==> src/rtl/pe_local_store_agu.sv <==
// Local-store address generator for one PE: after a single start it walks a 2-D
// kernel window and emits paired kernel/neuron addresses under valid/stall control.
module pe_local_store_agu #(
  parameter int depth = 2,
  parameter int A     = 7,
  parameter int D     = 1 << depth
) (
  input  logic         CLK,
  input  logic         RST,
  input  logic         cfgWrite,
  input  logic [2:0]   cfgSel,
  input  logic [A-1:0] cfgData,
  input  logic         start,
  input  logic         mode,
  input  logic         stall,
  output logic         addrValid,
  output logic [A-1:0] kernelAddress,
  output logic [A-1:0] neuronAddress,
  output logic         lastCol,
  output logic         lastRow,
  output logic         busy,
  output logic         done
);

  localparam logic [A-1:0] FIELD_MASK = A'(D - 1);
  localparam logic [A-1:0] ONE        = A'(1);

  typedef enum logic [1:0] {IDLE, RUN, DONE} state_t;

  state_t             state, next_state;
  logic [A-1:0]       r, c;
  logic               mode_r;
  logic [A-1:0]       k_step, n_step, k_rows, k_cols;
  logic [depth-1:0]   tr, tc, k_row_ofst, k_col_ofst, n_row_ofst, n_col_ofst;
  logic               col_end, row_end;

  // Offset and stride fields are zero-extended into the address width.
  function automatic logic [A-1:0] ext(input logic [depth-1:0] v);
    return A'(v) & FIELD_MASK;
  endfunction

  assign col_end = (c == k_cols - ONE);
  assign row_end = (r == k_rows - ONE);

  always_ff @(posedge CLK) begin
    if (RST) state <= IDLE;
    else     state <= next_state;
  end

  always_comb begin
    next_state = state;
    case (state)
      IDLE:    if (start) next_state = (k_rows != '0 && k_cols != '0) ? RUN : DONE;
      RUN:     if (!stall && col_end && row_end) next_state = DONE;
      DONE:    next_state = IDLE;
      default: next_state = IDLE;
    endcase
  end

  always_comb begin
    addrValid = (state == RUN);
    done      = (state == DONE);
    busy      = (state != IDLE);
    lastCol   = addrValid && col_end;
    lastRow   = addrValid && row_end;
  end

  // Loop counters: column is the inner loop, row the outer.
  always_ff @(posedge CLK) begin
    if (RST) begin
      r      <= '0;
      c      <= '0;
      mode_r <= 1'b0;
    end else if (state == IDLE && start) begin
      r      <= '0;
      c      <= '0;
      mode_r <= mode;
    end else if (state == RUN && !stall) begin
      if (!col_end) begin
        c <= c + ONE;
      end else if (!row_end) begin
        c <= '0;
        r <= r + ONE;
      end
    end
  end

  always_ff @(posedge CLK) begin
    if (RST) begin
      k_step     <= '0;
      n_step     <= '0;
      k_rows     <= '0;
      k_cols     <= '0;
      tr         <= '0;
      tc         <= '0;
      k_row_ofst <= '0;
      k_col_ofst <= '0;
      n_row_ofst <= '0;
      n_col_ofst <= '0;
    end else if (cfgWrite && state == IDLE) begin
      case (cfgSel)
        3'd0: k_step <= cfgData;
        3'd1: n_step <= cfgData;
        3'd2: k_rows <= cfgData;
        3'd3: k_cols <= cfgData;
        3'd4: begin
          tr <= cfgData[depth-1:0];
          tc <= cfgData[2*depth-1:depth];
        end
        3'd5: begin
          k_col_ofst <= cfgData[depth-1:0];
          k_row_ofst <= cfgData[2*depth-1:depth];
        end
        3'd6: begin
          n_col_ofst <= cfgData[depth-1:0];
          n_row_ofst <= cfgData[2*depth-1:depth];
        end
        default: ;
      endcase
    end
  end

  // Address stage: pure combinational function of counters and config, wraps mod 2^A.
  always_comb begin
    if (mode_r) begin
      kernelAddress = ext(k_row_ofst) * k_step + ext(k_col_ofst) + r * k_cols + c;
      neuronAddress = ext(n_row_ofst) * n_step + ext(n_col_ofst);
    end else begin
      kernelAddress = (ext(k_row_ofst) + r * ext(tr)) * k_step + ext(k_col_ofst) + c * ext(tc);
      neuronAddress = (ext(n_row_ofst) + r) * n_step + ext(n_col_ofst) + c;
    end
  end

endmodule

==> config.mk <==
export PLATFORM = sky130hd
export DESIGN_NAME = pe_local_store_agu
export DESIGN_NICKNAME = d
export VERILOG_FILES = /design/src/rtl/pe_local_store_agu.sv
export SDC_FILE = /design/constraint.sdc
export NUM_CORES = 1
export LEC_CHECK = 0
export ABC_AREA = 1
export CAP_MARGIN = 10
export CORE_MARGIN = 2
export CORE_UTILIZATION = 38
export CTS_BUF_LIST = sky130_fd_sc_hd__clkbuf_4 sky130_fd_sc_hd__clkbuf_8
export CTS_CLUSTER_SIZE = 28
export DETAILED_ROUTE_END_ITERATION = 8
export HOLD_SLACK_MARGIN = 0.02
export PLACE_DENSITY = 0.63
export SETUP_SLACK_MARGIN = 0.3
export SLEW_MARGIN = 30
export SYNTH_ARGS = -nofsm -noshare
export SYNTH_HDL_FRONTEND = slang
export SYNTH_SLANG_ARGS = --single-unit
==> constraint.sdc <==
create_clock -name CLK -period 16.2 [get_ports CLK]
set_input_delay 3.24 -clock CLK [delete_from_list [all_inputs] [get_ports CLK]]
set_output_delay 3.24 -clock CLK [all_outputs]
set_load 0.05 [all_outputs]
## Word-level counts from Yosys, hierarchy flattened

Index checks and enable logic that the tools add are counted.

| operators by class | value |
|---|---|
| $add $sub $neg | 14 |
| multiply operators | 7 |
| div/mod/pow operators | 0 |
| order comparisons | 0 |
| equal/unequal tests | 13 |
| shift operators | 0 |
| mux-type cells | 8 |
| bitwise logic cells | 1 |
| reduce and logical (&&, ||, !) cells | 25 |

Operator list:

| operator | count |
|---|---|
| $add A7 B2 Y7 | 4 |
| $add A7 B7 Y7 | 4 |
| $mux W7 | 4 |
| $mul A7 B7 Y7 | 3 |
| $reduce_and A2 Y1 | 9 |
| $add A2 B7 Y7 | 2 |
| $add A7 B1 Y7 const B | 2 |
| $eq A7 B7 Y1 | 2 |
| $mul A2 B7 Y7 | 2 |
| $mul A7 B2 Y7 | 2 |
| $reduce_bool A7 Y1 | 2 |
| $sub A7 B1 Y7 const B | 2 |
| $eq A3 B3 Y1 const B | 3 |
| $logic_and A1 B1 Y1 | 8 |
| $eq A3 B2 Y1 const B | 2 |
| $mux W2 | 3 |
| $ne A2 B2 Y1 const B | 2 |
| $pmux W2 S2 | 1 |
| $eq A3 B1 Y1 const B | 1 |
| $logic_not A3 Y1 | 1 |
| $reduce_and A3 Y1 | 1 |
| $eq A2 B1 Y1 const B | 1 |
| $eq A2 B2 Y1 const B | 1 |
| $logic_not A2 Y1 | 1 |
| other kinds (5) | 5 |

| storage, ports and cells | value |
|---|---|
| register bits after elaboration | 57 |
| bits in latches | 0 |
| bits in writable memories | 0 |
| bits in read-only memories | 0 |
| bits of input ports | 16 |
| output and inout port bits | 19 |
| logic and storage cells | 82 |
| memories | 0 |

## Logic depth before layout (Yosys ltp)

| logic depth | value |
|---|---|
| depth after elaboration | 6 |
| mapped depth | 32 |
| gate-level depth less buffers | 30 |

## Least setup slack after synthesis

Ideal clock, no wire load.

| timing | value |
|---|---|
| path kind | flip-flop to output port |
| start | register r[0] |
| end | output port kernelAddress[5] |
| data arrival time | 5,900 ps |
| data required time | 12,960 ps |
| slack | 7,060 ps |
| cell stages (with the launch flop) | 23 |
| path buffers | 1 |
| path through | dfxtp_1 > clkbuf_1 > nand2_1 > fa_1 > inv_1 > ha_1 > inv_1 > fa_1 > nand2_1 > and2_1 > nand2_1 > fa_1 > inv_1 > ha_1 > inv_1 > fa_1 > fa_1 > inv_1 > ha_1 > a21o_1 > a31oi_1 > nor2_1 > o21ai_0 |

| between the ends | value |
|---|---|
| cells in the longest elaborated chain, start to end | 6 |
| elaborated cells between the ends (all ways) | 9 |
| classes of those cells | add/sub: 5; mul: 3; mux: 1 |

Ends and longest elaborated chain:

| what | RTL line | text |
|---|---|---|
| start, declared | 31 | `logic [A-1:0] r, c;` |
| start signal, assigned | 83 | `r <= r + ONE;` |
| $mul A7 B2 Y7 | 129 | `kernelAddress = (ext(k_row_ofst) + r * ext(tr)) * k_step + ext(k_col_ofst) + c * ext(tc);` |
| $add A2 B7 Y7 | 129 |  |
| $mul A7 B7 Y7 | 129 |  |
| $add A7 B2 Y7 | 129 |  |
| $add A7 B7 Y7 | 129 |  |
| $mux W7 * | 125 | `if (mode_r) begin` |
| end, declared | 17 | `output logic [A-1:0] kernelAddress,` |

Every way passes the cells marked *; elsewhere a longest branch is shown, timed or not.

## Final worst setup path

| timing | value |
|---|---|
| start | register r[0] |
| end | output port kernelAddress[6] |

The elaborated chain is that of the path after synthesis.

==> metrics <==
crit-path max cell delay=0.79 ns; Post-CTS Hold Buffers=0; adder-cell share of the synthesized area=29.2%; RSZ-0062 raised after global routing=false; Critical Path RT=12.96 ns; worst setup slack for register-to-register paths=13.62 ns; overall via count from detail_route=6,611; total number of yosys warnings=0; total setup buffers inserted after CTS=0; proportion of synthesized chip area in sequential cells=15.0%; kind of start point of the critical path=flop; Worst path slowest cell=sky130_fd_sc_hd__clkdlybuf4s50_1; Seq cells post-synth=57; Hold Path End=k_rows[1]; min Tclk post-route=10.06 ns; clock group share of total power=41.8%; first-pass detailed-route iteration total=5; power density of the placed cells=42.3 mW/mm^2; total power=0.000352 W; worst slack on hold paths=0.496 ns; layer with the highest usage after global routing=met2; antenna diode count=0; Hold WC Path Type=reg -> reg; source of the worst hold timing path=k_rows[1]; number of placement rows=51; Max-Cap Viols=0; post-place setup slack=6.54 ns; starting density of the core=39.0%; logic depth of the worst register-to-register path=11; Initial DRC Count=479; leakage power figure=4.59 nW; Placeable Area=0.0195 mm^2; deepest level of the CTS H-tree=3; CTS clk-pin slew, worst paths=0.08 ns; actual slew at the worst max-slew pin=0.819 ns; Slew Limit Headroom=45.0%; met1 demand-to-capacity share in global routing=26.7%; number of gates given a new drive strength after cts=0; maximum number of pins on one net before global-route repair=43; highest achievable clock rate=99.4 MHz; Avg WL per Cell=13.3 um; remaining number of nets flagged by the antenna check after routing=0; initial antenna violation count=0; most common flop cell mapped by yosys=sky130_fd_sc_hd__dfxtp_1; number of buffers inserted during clock tree synthesis=9; insertion delay of the later-clocked pin in the worst-skew pair=0.36 ns; fraction of final layout cells sized beyond drive strength 1=4.29%; GR Layer Usage met3=2.29%; met2 GRT Util=27.8%; multiplexer area fraction after synthesis=0%; gr ovfl total=0; Setup Crit Path Kind=reg -> out; gp weighted congestion=0.841; area enclosed by the die boundary=0.0212 mm^2; standard cell area after detailed placement=0.00810 mm^2; Slew Viols, Final=0; final-layout setup total negative slack=0 ns; via count of the first global-routing pass=6,035; Port Buffers=34; detailed-route wire length=18,700 um; main combinational cell family by area after synthesis=adder cells; VDD IR max=52.7 uV; DR vias/cell=4.70; Max Clock Skew=0.0136 ns; EDFF count, synth=0; area of all placed cells without fillers=0.00832 mm^2; number of clock sinks=57; overall global routing resource usage=18.0%; Area growth syn-to-layout=9.34%; global-route wire length before repair=30,700 um; post-route worst setup slack=6.14 ns; number of setup violations in the final report=0; Post-DP HPWL=15,000 um; die outline width=145 um; part of the power in combinational logic=14.8%; gate count after technology mapping=1,130; post-synthesis compound-gate area fraction=7.57%; endpoint kind of the worst setup timing path=output port; final hold violation count=0; worst-path maximum fanout=16; Post-synth ARST share=0%; status=finished, final reports clean; post-synthesis share of cell area spent on and, or, nand and nor gates=27.5%; DRC viols=0; net switching power=0.000109 W; TritonCTS clock tree=yes; post-synthesis instance area=0.00761 mm^2; count of cells along the worst hold path=2; most numerous cell on the critical path=sky130_fd_sc_hd__nand2_1; I/O pin cnt=35; height of the die=145 um; critical path data arrival time=6.82 ns; net count reported at finish=1,295; Avg Cell Area, Syn=6.73 um^2; Cell variety after synth=40; share of the clock period used by the worst path=62.1%; worst reg2reg path startpoint=k_cols[0]; Syn Nets=1,288; fraction of power spent switching nets=31.0%; area share of xor/xnor cells in the synthesized design=6.07%; sequential share of power=43.4%; endpoint of the worst-slack reg-to-reg timing path=c[0]; Internal Pwr Total=0.000243 W; maximum number of buffers from clock root to sink=2; clock root buffer master=sky130_fd_sc_hd__clkbuf_8
## registers in the layout, summed over array words and instances (netlist names)
register,flops
tc,2
n_row_ofst,2
c,7
k_col_ofst,2
state,2
k_row_ofst,2
k_rows,7
k_step,7
tr,2
n_col_ofst,2
n_step,7
mode_r,1
r,7
k_cols,7
## power by group through the flow
| stage | Sequential [W] | Combinational (W) | Clock, W |
|---|---|---|---|
| 5_1_grt | 0.000153 | 0.0000580 | 0.000155 |
| 4_1_cts | 0.000152 | 0.0000524 | 0.000150 |
| 3_3_place_gp | 0.000155 | 0.0000519 | 0 |
| 2_1_floorplan | 0.000150 | 0.0000378 | 0 |
| 3_5_place_dp | 0.000155 | 0.0000521 | 0 |
| 6_report | 0.000153 | 0.0000521 | 0.000147 |
## synth_stat cells, types with 14 or more instances
master | count | share of area, %
sky130_fd_sc_hd__clkbuf_1 | 24 | 1.2
sky130_fd_sc_hd__a21oi_1 | 44 | 2.9
sky130_fd_sc_hd__dfxtp_1 | 57 | 15
sky130_fd_sc_hd__nand4_1 | 14 | 1.2
sky130_fd_sc_hd__nand2_1 | 282 | 14
sky130_fd_sc_hd__nand3_1 | 50 | 3.3
sky130_fd_sc_hd__inv_1 | 242 | 12
sky130_fd_sc_hd__nor2_1 | 92 | 4.5
sky130_fd_sc_hd__xor2_1 | 31 | 3.6
sky130_fd_sc_hd__fa_1 | 59 | 16
sky130_fd_sc_hd__o21ai_0 | 52 | 3.4
sky130_fd_sc_hd__ha_1 | 83 | 14
sky130_fd_sc_hd__xnor2_1 | 18 | 2.1
## layout by cell type (no fill, tap or decap), types with 2 or more instances in the layout
cell                                n
sky130_fd_sc_hd__a31oi_1            5
sky130_fd_sc_hd__a21oi_1           44
sky130_fd_sc_hd__dfxtp_1           57
sky130_fd_sc_hd__o21ai_0           52
sky130_fd_sc_hd__xnor2_1           18
sky130_fd_sc_hd__clkbuf_8          11
sky130_fd_sc_hd__inv_2              7
sky130_fd_sc_hd__nand3_2            3
sky130_fd_sc_hd__o22ai_1            3
sky130_fd_sc_hd__fa_1              59
sky130_fd_sc_hd__a21o_1             2
sky130_fd_sc_hd__nand3_1           50
sky130_fd_sc_hd__or2_2              3
sky130_fd_sc_hd__nand3b_1           7
sky130_fd_sc_hd__nor2_2             2
sky130_fd_sc_hd__o21ai_2            2
sky130_fd_sc_hd__nand2_4            2
sky130_fd_sc_hd__nor3_1            11
sky130_fd_sc_hd__ha_1              83
sky130_fd_sc_hd__clkinvlp_4         2
sky130_fd_sc_hd__and2_1             3
sky130_fd_sc_hd__nor2_4             5
sky130_fd_sc_hd__nand2_2            3
sky130_fd_sc_hd__nor2_1            92
sky130_fd_sc_hd__nand2_1          282
sky130_fd_sc_hd__xor2_1            31
sky130_fd_sc_hd__clkdlybuf4s50_1   34
sky130_fd_sc_hd__inv_1            241
sky130_fd_sc_hd__nand4_1           14
## per-layer routing
metal	routed length [um]	share of wire, %
met1	9670	52
met2	7960	43
met3	834	4.5
met4	196	1.1
met5	0	0
## per-stage QoR
step	std cells	utilization (%)
2_1_floorplan	1130	-
6_report	1407	42.6
3_3_place_gp	1391	41.5
3_5_place_dp	1391	41.5
4_1_cts	1407	42.6
5_1_grt	1407	42.6
## final cells by class
cell class	count	area (um^2)
clock buffer	11	151
clock inverter	5	62.6
fill	2079	11200
inverter	249	935
multi-input combinational	785	5350
sequential	57	1140
tap	265	332
timing repair buffer	35	348
## worst max-delay path by stage
stage	from	to	slack (ns)	cells after the start
final	r[0]	kernelAddress[6]	6.14	27
after global routing	r[0]	kernelAddress[6]	5.66	27
after CTS	r[0]	kernelAddress[6]	6.11	27
after detailed placement	r[0]	kernelAddress[6]	6.54	27
after global placement	r[0]	kernelAddress[6]	6.66	27
after floorplan	r[0]	kernelAddress[5]	7.06	22
## kinds of logic after synthesis
logic type / after synthesis
compound gates: 110
fa+ha+maj: 142
flops: 57
buf+inv: 288
simple gates: 482
xor+xnor: 51
## critical path, delay by kind of cell, from the launching register on
kind	cells	cell delay, ns
buf+inv	6	1.06
fa+ha+maj	8	3.34
simple gates	13	1.30
flops	1	0.72
(Power assumes the default switching activity.)
